### config.mk
export PLATFORM = sky130hd
export DESIGN_NAME = quad_shift_sequencer
export DESIGN_NICKNAME = d
export VERILOG_FILES = /design/src/rtl/quad_shift_sequencer.sv
export SDC_FILE = /design/constraint.sdc
export NUM_CORES = 1
export LEC_CHECK = 0
export BUFFER_PORTS_ARGS = -buffer_cell sky130_fd_sc_hd__buf_4
export CORE_UTILIZATION = 13
export DETAILED_ROUTE_END_ITERATION = 10
export PLACE_DENSITY = 0.72
export SLEW_MARGIN = 20
export SYNTH_ARGS = -nofsm -noshare
export SYNTH_HDL_FRONTEND = slang
export SYNTH_SLANG_ARGS = --single-unit
export TNS_END_PERCENT = 30
### constraint.sdc
create_clock -name clk -period 1.3 [get_ports clk]
set_input_delay 0.195 -clock clk [delete_from_list [all_inputs] [get_ports clk]]
set_output_delay 0.195 -clock clk [all_outputs]
set_load 0.005 [all_outputs]
### src/rtl/quad_shift_sequencer.sv
// quad_shift_sequencer: control for the 4-quarter wide-to-narrow operand shift register.
// Optional macro SHIFT_SEQ_MASK_SKIP_EN compiles in skipping of all-zero mask quarters.
module quad_shift_sequencer #(
  parameter int QUARTER_W = 16
) (
  input  logic                   clk,
  input  logic                   rst,
  input  logic                   in_valid,
  input  logic [4*QUARTER_W-1:0] in_mask,
  output logic                   in_ready,
  output logic                   sh_wr_en,
  output logic                   sh_shift_en,
  output logic                   out_valid,
  input  logic                   out_ready,
  output logic [1:0]             out_qidx,
  output logic                   out_last,
  output logic                   done,
  output logic                   busy
);

  localparam int MW = 4 * QUARTER_W;

  typedef enum logic {
    IDLE  = 1'b0,
    DRAIN = 1'b1
  } state_t;

  state_t          state;
  state_t          state_nx;
  logic [1:0]      qidx;
  logic [1:0]      qidx_nx;
  logic [MW-1:0]   mask_q;
  logic [MW-1:0]   mask_nx;

  // cur_nz: current quarter is to be presented
  // later_nz: some quarter after qidx is still to be presented
  // in_any: the offered operand has at least one quarter to present
  logic            cur_nz;
  logic            later_nz;
  logic            in_any;

`ifdef SHIFT_SEQ_MASK_SKIP_EN
  logic [3:0]      q_nz;

  // Per-quarter "has active lanes" flags of the captured mask
  always_comb begin
    for (int i = 0; i < 4; i++) begin
      q_nz[i] = |mask_q[i*QUARTER_W +: QUARTER_W];
    end
  end

  // Look ahead for any active quarter beyond the current one
  always_comb begin
    later_nz = 1'b0;
    for (int i = 0; i < 4; i++) begin
      if (i > int'(qidx) && q_nz[i]) begin
        later_nz = 1'b1;
      end
    end
  end

  assign cur_nz = q_nz[qidx];
  assign in_any = |in_mask;
`else
  // Mask is captured for downstream visibility only; all quarters run
  logic unused_mask;
  assign unused_mask = ^mask_q;
  assign cur_nz      = 1'b1;
  assign later_nz    = (qidx != 2'd3);
  assign in_any      = 1'b1;
`endif

  logic present;
  logic last;
  logic accept;
  logic skip;
  logic retire;
  logic reload;

  assign present = (state == DRAIN) && cur_nz;
  assign last    = (qidx == 2'd3) || !later_nz;
  assign accept  = present && out_ready;
  assign skip    = (state == DRAIN) && !cur_nz;
  assign retire  = accept && last;
  // A zero-mask offer is never chained behind a retiring operand: it
  // waits one cycle and retires from IDLE so it gets its own done pulse.
  assign reload  = retire && in_valid && in_any;

  // State register: sequencer state, quarter index and captured mask
  always_ff @(posedge clk or posedge rst) begin
    if (rst) begin
      state  <= IDLE;
      qidx   <= 2'd0;
      mask_q <= '0;
    end else begin
      state  <= state_nx;
      qidx   <= qidx_nx;
      mask_q <= mask_nx;
    end
  end

  // Next-state logic: load, advance, skip, retire or chain a new operand
  always_comb begin
    state_nx = state;
    qidx_nx  = qidx;
    mask_nx  = mask_q;
    unique case (state)
      IDLE: begin
        if (in_valid && in_any) begin
          state_nx = DRAIN;
          qidx_nx  = 2'd0;
          mask_nx  = in_mask;
        end
      end
      DRAIN: begin
        if (skip) begin
          qidx_nx = qidx + 2'd1;
        end else if (accept && !last) begin
          qidx_nx = qidx + 2'd1;
        end else if (reload) begin
          qidx_nx = 2'd0;
          mask_nx = in_mask;
        end else if (retire) begin
          state_nx = IDLE;
        end
      end
      default: begin
        state_nx = IDLE;
      end
    endcase
  end

  // Output logic: handshakes and shift-register strobes
  always_comb begin
    in_ready    = 1'b0;
    sh_wr_en    = 1'b0;
    sh_shift_en = 1'b0;
    done        = 1'b0;
    unique case (state)
      IDLE: begin
        in_ready = !rst;
        sh_wr_en = !rst && in_valid && in_any;
        done     = !rst && in_valid && !in_any;
      end
      DRAIN: begin
        in_ready    = !rst && retire && in_any;
        sh_wr_en    = !rst && reload;
        sh_shift_en = skip || (accept && !last);
        done        = !rst && retire;
      end
      default: begin
        in_ready = 1'b0;
      end
    endcase
  end

  assign out_valid = present;
  assign out_qidx  = qidx;
  assign out_last  = present && last;
  assign busy      = (state != IDLE);

endmodule

# Yosys cells after proc, flatten, opt, wreduce, memory -nomap -nowiden
# Index checks and enable logic that the tools add are counted.
# totals
ff_bits	3
out_inout_bits	9
elab_cells	34
# classes
add_sub_neg	1
n_eq_ne	4
muxes	13
bitwise_logic	1
reduce_logical	13
# op_table
cell	n
$logic_and 1x1->1	8
$pmux 1 s2	4
$mux 2	3
$mux 1	5
$ne 2x2->1 const B	2
$pmux 2 s2	1
$logic_not 1->1	3
$ne 3x1->1 const B	1
$add 2x1->2 const B	1
$eq 2x2->1 const B	1
$reduce_and 2->1	1
$logic_or 1x1->1	1
$not 1->1	1

# Logic depth before layout (Yosys ltp)
# depth
word_depth	8
ltp_mapped	4
mapped_depth_nobuf	4

# Worst setup path after synthesis
# OpenSTA, ideal clock, no wires.
# synth_path
path_kind	register to output
from	register qidx[0], in the netlist out_qidx[0]
to	output sh_wr_en
t_arrival_ns	1.075
t_required_ns	1.105
path_slack_ns	0.030
stages_incl_launch_ff	5
n_path_buf	0
cell_sequence	dfrtp_1 > ha_1 > a21boi_1 > nor2_1 > and2_1
# synth_between
elab_chain_cells	7
elab_cells_between_ends	8
classes_between	2 x eq/ne; 1 x mux; 5 x reduce/logical
# synth_rtl
element	line_no	source
start, declared	30	logic [1:0] qidx;
start signal, assigned	97	qidx <= qidx_nx;
$ne 2x2->1	69	assign later_nz = (qidx != 2'd3);
$logic_not 1->1	81	assign last = (qidx == 2'd3) || !later_nz;
$logic_or 1x1->1 *	81	
$logic_and 1x1->1 *	84	assign retire = accept && last;
$logic_and 1x1->1 *	87	assign reload = retire && in_valid && in_any;
$logic_and 1x1->1 *	147	sh_wr_en = !rst && reload;
$pmux 1 s2 *	139	unique case (state)
end, declared	11	output logic sh_wr_en,
# Every way passes the cells marked *; elsewhere a longest branch is shown, timed or not.

# Worst setup path in the final report
# layout_path
from	register qidx[1], in the netlist out_qidx[1]
to	output sh_wr_en
# Same word-level chain as after synthesis.

==> results.yml <==
drt:
  drc: 0
  routed_wl_um: 592
  via_per_inst: 4.034
  ant_nets: 0
  vias: 238
  firstDrtPassIters: 2
  drt_iter0_markers: 1
  wl_per_cell_um: 10.03
clock_network:
  clk_path_buf_depth: 2
  clk_latency_ns: 0.23
  cts_num_sinks: 3
  cts_buffers: 3
  clock-root-buffer: "clkbuf_4"
  cts.clk_slew.worst_paths_ns: 0.04
  cts_tree: "done"
  htreeDepth: 1
timing:
  tns_ns: -0.6199
  slew_viol_final: 0
  fin_ws_ns: -0.1760
  rsz0062_at_grt: "yes"
  period_share_pct: 113.5
  timing.fmax_mhz: 677.5
  hold_viol: 0
  setup-violations-final: 5
  worstMarginPinSlew_ns: 0.2635
  finClkSkew_ns: 0.001222
  maxSlewHeadroom_pct: 82.28
  min_period_ns: 1.476
finish:
  area_delta_synth_final_pct: 106.3
  diodes: 0
  fin_cells: 59
  drive_gt1_share_pct: 61.36
  design_area_um2: 407.9
  fin_nets: 114
synth:
  ys_ff_latch: 3
  synth_fp_nets: 91
  synth-async-reset-ratio_pct: 100.0
  synth_area_leaders: "dfrtp_1 38%, ha_1 6.3%, a221o_1 5.1%"
  ys.flop_type: "dfrtp_1"
  yosysSeqAreaShare_pct: 37.97
  ys_top_cells_by_count: "3 x dfrtp_1, 2 x nor2_1"
  synth.distinct_cells: 19
  syn_area_um2: 197.7
  avgSynthCellArea_um2: 8.986
  yosysWarnings: 0
  yosysTopAreaCell: "dfrtp_1"
  syn_inst: 22
  synth_top_area_share_pct: 37.97
  synth_edf_count: 0
  synth_most_common_cell: "dfrtp_1"
min_path:
  hold_depth: 2
  hold_class: "in -> reg"
worst_setup_path:
  r2r_slack_ns: 0.02
  cp.arrival_ns: 1.28
  worst-setup-path-type: "reg -> out"
  crit_path_end_kind: "primary output"
  required_ns: 1.11
  crit_path_start_kind: "flop"
  reg2reg_depth: 5
  worstPathMaxFanout: 3
power_and_ir_drop:
  switching_power_uw: 252.4
  seq_power_share_pct: 21.3
  combPwrFrac_pct: 57.6
  p_clk_share_pct: 21.0
  sw_frac_of_total_pct: 32.42
  peakVddDrop_mv: 0.8408
  power_density_nw_per_um2: 1908
  intPower_uw: 526.0
  p_leak_nw: 0.1989
  power_uw: 778.4
placement:
  dp_hpwl_um: 422.7
  io_buffers: 12
  gp_congestion: 0.6482
  pre_cts_ws_ns: -0.05641
  place_inst: 53
  dpl-instance-area_um2: 336.6
grt:
  globalRouteOverflowTotal: 0
  grt_pass1_vias: 228
  grt_pass1_wl_um: 945
  grt.total_usage_pct: 9.459
  antenna_found_initial: 0
  grt_max_degree: 6
floorplanning:
  die_y_um: 41.00
  core_area_um2: 1350
  initial_core_util_pct: 14.64
  top_level_ports: 77
  num_rows: 13
  dieWidth_um: 41.00
  die_area_um2: 1681
flow_run:
  cap_viol_max_count: 0
outcome:
  violations: "setup timing"
  outcome: "finished with violations"
path summary, 6_finish.rpt:
check                            start           to
max                        out_qidx[1]     sh_wr_en
min                           in_valid         busy
max reg2reg                out_qidx[1]  out_qidx[1]
min reg2reg                out_qidx[0]  out_qidx[0]
max in group asynchronous          rst  out_qidx[0]
min in group asynchronous          rst         busy
what timing repair did:
item / 4_1_cts / 5_1_grt
gates resized for setup: 5 / 1
setup endpoints to repair: 5 / 6
hold endpoints to repair: 3 / 0
pin swaps: 5 / 0
setup buffers: 1 / 0
hold buffers: 1 / 0
gates cloned: 0 / 0
critical path, stage by stage, from the launching register on:
cell and delay [ns]:
dfrtp_1 0.40, ha_4 0.19, a21boi_2 0.13, nor2_1 0.07
and2_1 0.14, buf_4 0.13
per-layer routing:
metal	global-route usage [%]	routed length [um]	up-vias
met3	6.522	76	0
met5	0	0	-
met4	5.000	0	0
met2	11.72	223	14
li1	-	-	120
met1	11.84	293	104
kinds of logic (layout without fill, tap and decap cells):
logic type,after synthesis,in the layout,share of synthesized area [%]
buf+inv,3,25,7.593
flops,3,3,37.97
compound gates,5,5,18.99
fa+ha+maj,1,1,6.328
simple gates,10,10,29.12
through the flow:
| step | hold WS (ns) | utilization (%) |
|---|---|---|
| detailed placement | 0.09126 | 24.93 |
| finish | 0.1745 | 30.21 |
| global route | 0.1712 | 30.21 |
| floorplan | -0.05136 | - |
| CTS | 0.1669 | 30.03 |
| global placement | 0.08954 | 24.93 |
power groups by stage:
stage | Clock (mW) | Combinational, mW | Sequential, mW
after detailed placement | 0 | 0.396 | 0.152
after floorplan | 0 | 0.160 | 0.172
final | 0.164 | 0.449 | 0.166
after CTS | 0.173 | 0.447 | 0.164
after global routing | 0.184 | 0.496 | 0.170
after global placement | 0 | 0.391 | 0.152
registers in the layout (all words and copies together) (netlist names):
register  cells
out_qidx      2
busy          1
layout by cell type, fill, tap and decap left out, drive strengths merged:
cell,Yosys,final
a21boi,1,1
a21o,1,1
a21oi,1,1
a221o,1,1
and2,2,2
buf,1,18
clkbuf,0,4
dfrtp,3,3
dlygate4sd3,0,1
ha,1,1
inv,2,2
nand2,1,1
nand3b,1,1
nor2,2,2
nor2b,1,1
nor3,1,1
nor3b,1,1
o31ai,1,1
or2,1,1
layout make-up:
cell class / count / area, um^2
multi-input combinational: 16 / 131.4
timing repair buffer: 19 / 148.9
fill: 152 / 942.2
inverter: 2 / 7.507
tap: 15 / 18.77
sequential: 3 / 75.07
clock buffer: 4 / 26.28
Note: power is estimated with default switching activity, not from simulation.
